## src/rtl/ram_1r1w_be_init.sv

```systemverilog
// Simple-dual-port RAM with per-lane write enables, optional read-during-write
// forwarding, a read-valid flag and a post-reset clear sequencer.
module ram_1r1w_be_init #(
  parameter int          AW       = 7,
  parameter int          DW       = 24,
  parameter int          LW       = 8,
  parameter int          BYPASS   = 1,
  parameter logic [DW-1:0] INIT_VAL = '0
) (
  input  logic               clk,
  input  logic               rst,
  input  logic [AW-1:0]      raddr,
  input  logic               re,
  output logic [DW-1:0]      rd,
  output logic               rvalid,
  input  logic [AW-1:0]      waddr,
  input  logic [DW-1:0]      wr,
  input  logic [DW/LW-1:0]   wbe,
  input  logic               we,
  output logic               init_busy
);

  localparam int            DEPTH = 1 << AW;
  localparam int            NL    = DW / LW;
  localparam logic [AW-1:0] LAST  = AW'(DEPTH - 1);

  typedef enum logic {CLEAR, IDLE} state_e;

  state_e          state_q, state_d;
  logic [AW-1:0]   cnt_q, cnt_d;
  logic [DW-1:0]   mem [DEPTH];
  logic [DW-1:0]   rd_q, rd_d;
  logic            rvalid_q;
  logic            clr_en, usr_en;

  // Replace the lanes selected by be with the corresponding lanes of new_w.
  function automatic logic [DW-1:0] lane_merge(input logic [DW-1:0] old_w,
                                               input logic [DW-1:0] new_w,
                                               input logic [NL-1:0] be);
    logic [DW-1:0] res;
    res = old_w;
    for (int i = 0; i < NL; i++) begin
      if (be[i]) res[i*LW +: LW] = new_w[i*LW +: LW];
    end
    return res;
  endfunction

  always_ff @(posedge clk) begin
    if (rst) begin
      state_q <= CLEAR;
      cnt_q   <= '0;
    end else begin
      state_q <= state_d;
      cnt_q   <= cnt_d;
    end
  end

  // The counter stops on the LAST compare, so it never re-enters CLEAR by wrapping.
  always_comb begin
    state_d = state_q;
    cnt_d   = cnt_q;
    if (state_q == CLEAR) begin
      cnt_d = cnt_q + AW'(1);
      if (cnt_q == LAST) state_d = IDLE;
    end
  end

  always_comb begin
    clr_en    = (state_q == CLEAR);
    usr_en    = (state_q == IDLE);
    init_busy = (state_q == CLEAR);
  end

  // Memory array carries no reset; a reset cycle performs no write.
  always_ff @(posedge clk) begin
    if (!rst) begin
      if (clr_en) begin
        mem[cnt_q] <= INIT_VAL;
      end else if (usr_en && we) begin
        mem[waddr] <= lane_merge(mem[waddr], wr, wbe);
      end
    end
  end

  always_comb begin
    rd_d = mem[raddr];
    if (BYPASS != 0 && we && (raddr == waddr)) begin
      rd_d = lane_merge(mem[raddr], wr, wbe);
    end
  end

  always_ff @(posedge clk) begin
    if (rst) begin
      rd_q     <= '0;
      rvalid_q <= 1'b0;
    end else begin
      rvalid_q <= usr_en && re;
      if (usr_en && re) rd_q <= rd_d;
    end
  end

  assign rd     = rd_q;
  assign rvalid = rvalid_q;

endmodule

```

## config.mk

```make
export PLATFORM = sky130hd
export DESIGN_NAME = ram_1r1w_be_init
export DESIGN_NICKNAME = d
export VERILOG_FILES = /design/src/rtl/ram_1r1w_be_init.sv
export SDC_FILE = /design/constraint.sdc
export NUM_CORES = 2
export LEC_CHECK = 0
export CORE_ASPECT_RATIO = 0.6
export CORE_UTILIZATION = 50
export CTS_CLUSTER_DIAMETER = 200
export DETAILED_ROUTE_END_ITERATION = 8
export DONT_BUFFER_PORTS = 1
export HOLD_SLACK_MARGIN = 0.05
export PLACE_DENSITY_LB_ADDON = 0.05
export SYNTH_ARGS = -nofsm -noshare
export SYNTH_HDL_FRONTEND = slang
export SYNTH_SLANG_ARGS = --single-unit
```

## constraint.sdc

```tcl
create_clock -name clk -period 4 [get_ports clk]
set_input_delay 0.6 -clock clk [delete_from_list [all_inputs] [get_ports clk]]
set_output_delay 0.6 -clock clk [all_outputs]
set_load 0.01 [all_outputs]
```

==> summary.txt <==
Layout
  – Most common cell after layout, fill and taps aside: edfxtp_1
  – Final #Nets: 6,198
  – Most frequent cells in the layout: edfxtp_1 (3,072), mux4_2 (812), buf_4 (528), nor2_1 (428), clkbuf_16 (311)
  – Area grow syn2layout: 13.54%
  – Fin cells: 9,626
  – Layout cells sized above 1: 29.25%

STA
  – PnR worst setup slack: 0.08158 ns
  – Slew @ Worst Pin: 1.448 ns
  – Final Hold Vio Count: 0
  – Final setup viols: 0
  – Worst Skew: 0.03902 ns
  – Period utilisation layout: 97.96%
  – Max-slew violations: 0
  – Fmax: 255.2 MHz
  – Unrepaired setup endpoints after global routing: no
  – Slew headroom: 3.486%
  – Final min period: 3.918 ns

Route
  – Wire per inst: 35.64 um
  – Final WL: 343,100 um
  – DR iter-0 viols: 8,351
  – Routed Antenna Nets: 0
  – Drt drc: 0
  – Vias per cell: 6.343
  – Vias: 61.06k
  – DR pass1 iterations: 6

Floorplanning
  – Die H: 383.9 um
  – Die area: 245,200 sq um
  – Core area: 240,500 sq um
  – Starting Density: 50.54%
  – Num rows: 139
  – Io pins: 71
  – DIE WIDTH: 638.6 um

Clocking
  – Worst-path clk slew: 0.06 ns
  – CTS Buf Count: 291
  – Skew-Pair Late Insertion Delay: 0.86 ns
  – CTS Sinks: 3,105
  – H-tree Lvls: 5
  – CTS tree: yes
  – CTS Buffer Depth: 4
  – CTS Root Cell: clkbuf_16

Power and ir drop
  – VDD IR max: 0.3508 mV
  – Total Power: 64.69 mW
  – Leakage: 49.58 nW
  – PwrDens: 468.7 nW/um^2

Worst setup path
  – CP arrival: 4.65 ns
  – WS Path Type: input pin to flip-flop
  – Crit start category: input pin
  – Critical path peak fanout: 32
  – Endpoint class of the critical path: flip-flop
  – Critical Path RT: 4.73 ns

Yosys
  – Post-synthesis cell count: 5,614
  – Yosys Warn Count: 0
  – Mapped cell area: 121,600 sq um
  – Compound-Gate Fraction of Synth Area: 1.653%
  – Ys flop type: edfxtp_1
  – Number of synthesized flops with an enable pin: 3,072
  – Post-synthesis mux area share: 17.26%
  – Post-synthesis sequential area ratio: 76.42%
  – Synth Area in XOR/XNOR: 0.08645%
  – Async SR Flop Fraction: 0%
  – FF+latch count, synth: 3,105
  – Mean Syn Cell Area: 21.65 sq um
  – Mapped Nets: 5,660
  – Simple-gate area share of the yosys netlist: 2.834%
  – Synth Area in Adders: 0.01029%
  – Largest family of logic cells by synthesized area: multiplexers
  – Post-synth cell types: 70

Global route
  – First-pass GRT wire length: 470,600 um
  – Pin count of the biggest net entering global routing: 762
  – Overall Global Routing Usage: 27.56%
  – Initial antenna violation count: 14
  – Vias in the first global route: 59.02k
  – Gr ovfl total: 0

Placed design
  – DP Worst Slack: 0.1782 ns
  – Post-Place Cells: 9,068
  – Dpl hpwl: 202,100 um
  – I/O Buffers: 0
  – GP Congestion: 0.8362

Hold path
  – Worst min path class: input pin to flip-flop

Status
  – Outcome: completed

Run
  – Max_cap viols: 0
path summary, 6_finish.rpt:
check,from,end,slack [ns],depth (start not counted)
min reg2reg,cnt_q[5]$_SDFFE_PP0N_,cnt_q[5]$_SDFFE_PP0N_,0.56,2
max reg2reg,state_q$_SDFF_PP0_,mem[33][6]$_DFFE_PP_,0.48,7
max,raddr[0],rd[23]$_SDFFE_PP0P_,0.08,12
min,raddr[6],rd[12]$_SDFFE_PP0P_,0.12,2
sequential cells by signal (all words and copies together), names as in the netlist:
name,cells
mem,3072
rd,24
cnt_q,7
rvalid,1
state_q,1
cells by family after synthesis:
family                   after synthesis
AO/OA/AOI/OAI                        280
adder cells (fa/ha/maj)                1
AND/OR/NAND/NOR                      795
flip-flops                          3105
multiplexers                        1072
buffers and inverters                349
XOR/XNOR                              12
metrics by stage:
| stage | area (sq um) | hold WS, ns | setup TNS [ns] | util, % |
|---|---|---|---|---|
| floorplan | 121600 | 0.4984 | 0 | - |
| global placement | 128100 | 0.5289 | -0.2196 | 53.26 |
| detailed placement | 128200 | 0.5450 | 0 | 53.28 |
| CTS | 137500 | 0.05341 | 0 | 57.17 |
| global route | 138000 | 0.05666 | 0 | 57.38 |
| finish | 138000 | 0.1161 | 0 | 57.39 |
report_power, final:
group	switching (mW)	internal [mW]	total (mW)
clock	12.0	15.4	27.4
combinational	1.14	0.892	2.03
sequential	0.0146	35.2	35.2
cell usage after synthesis, types with 4 or more instances:
master | instances | share of area [%]
edfxtp_1 | 3072 | 76
mux4_2 | 812 | 15
nor2_1 | 438 | 1.4
mux2i_1 | 230 | 1.9
nand2_1 | 154 | 0.48
clkbuf_1 | 114 | 0.35
buf_2 | 95 | 0.39
buf_4 | 56 | 0.35
a211oi_1 | 47 | 0.29
a21oi_1 | 42 | 0.17
buf_6 | 41 | 0.38
nand3_1 | 39 | 0.16
o21ai_0 | 34 | 0.14
dfxtp_1 | 33 | 0.54
nor2b_1 | 33 | 0.17
a22oi_1 | 32 | 0.20
and2_1 | 32 | 0.16
mux2_2 | 26 | 0.24
buf_1 | 25 | 0.077
nor3_1 | 24 | 0.099
a2111oi_0 | 17 | 0.12
nand4_1 | 15 | 0.077
nand2b_1 | 12 | 0.062
o31ai_1 | 12 | 0.074
or3_1 | 12 | 0.062
a221oi_1 | 11 | 0.079
a31oi_1 | 11 | 0.057
and3_1 | 11 | 0.057
nor4_1 | 10 | 0.051
o211ai_1 | 9 | 0.056
buf_12 | 8 | 0.13
o22ai_1 | 8 | 0.041
xor2_1 | 8 | 0.058
a22o_1 | 6 | 0.043
inv_1 | 6 | 0.019
a31o_2 | 5 | 0.036
nor4b_1 | 5 | 0.036
o2111ai_1 | 5 | 0.036
o311ai_0 | 5 | 0.036
a221o_1 | 4 | 0.033
a311oi_1 | 4 | 0.029
mux4_1 | 4 | 0.086
o21a_1 | 4 | 0.025
xnor2_1 | 4 | 0.029
worst max-delay path: stages:
cell           delay (ns)
buf_16               0.28
buf_16               0.29
buf_16               0.32
buf_16               0.30
buf_16               0.32
mux4_2               0.55
and2_1               0.18
a211oi_2             0.27
a311o_2              0.26
nand4_1              0.26
a32o_1               0.31
dlygate4sd3_1        0.55
cell type report:
| type | count | area (sq um) |
|---|---|---|
| Fill cell | 17660 | 102500 |
| Sequential cell | 3105 | 92910 |
| Multi-Input combinational cell | 2160 | 26740 |
| Clock buffer | 353 | 7756 |
| Timing Repair Buffer | 586 | 5072 |
| Tap cell | 3243 | 4058 |
| Clock inverter | 158 | 1428 |
| Inverter | 8 | 37.54 |
| Antenna cell | 13 | 32.53 |
what timing repair did:
action | CTS | global route
endpoints found under the hold margin | 30 | 0
resized for setup | 0 | 6
buffers inserted | 0 | 0
setup endpoints to repair | 0 | 24
hold buffers | 16 | 0
per-layer routing:
metal | routed length (um) | vias to the layer above | part of all wire (%) | GRT usage (%)
met5 | 7 | - | 0.0020 | 0
met3 | 33250 | 439 | 9.7 | 6.046
met2 | 149600 | 2972 | 44 | 39.32
met1 | 152500 | 33130 | 44 | 43.72
li1 | - | 24520 | - | -
met4 | 7619 | 2 | 2.2 | 6.129
(Power assumes the default switching activity.)
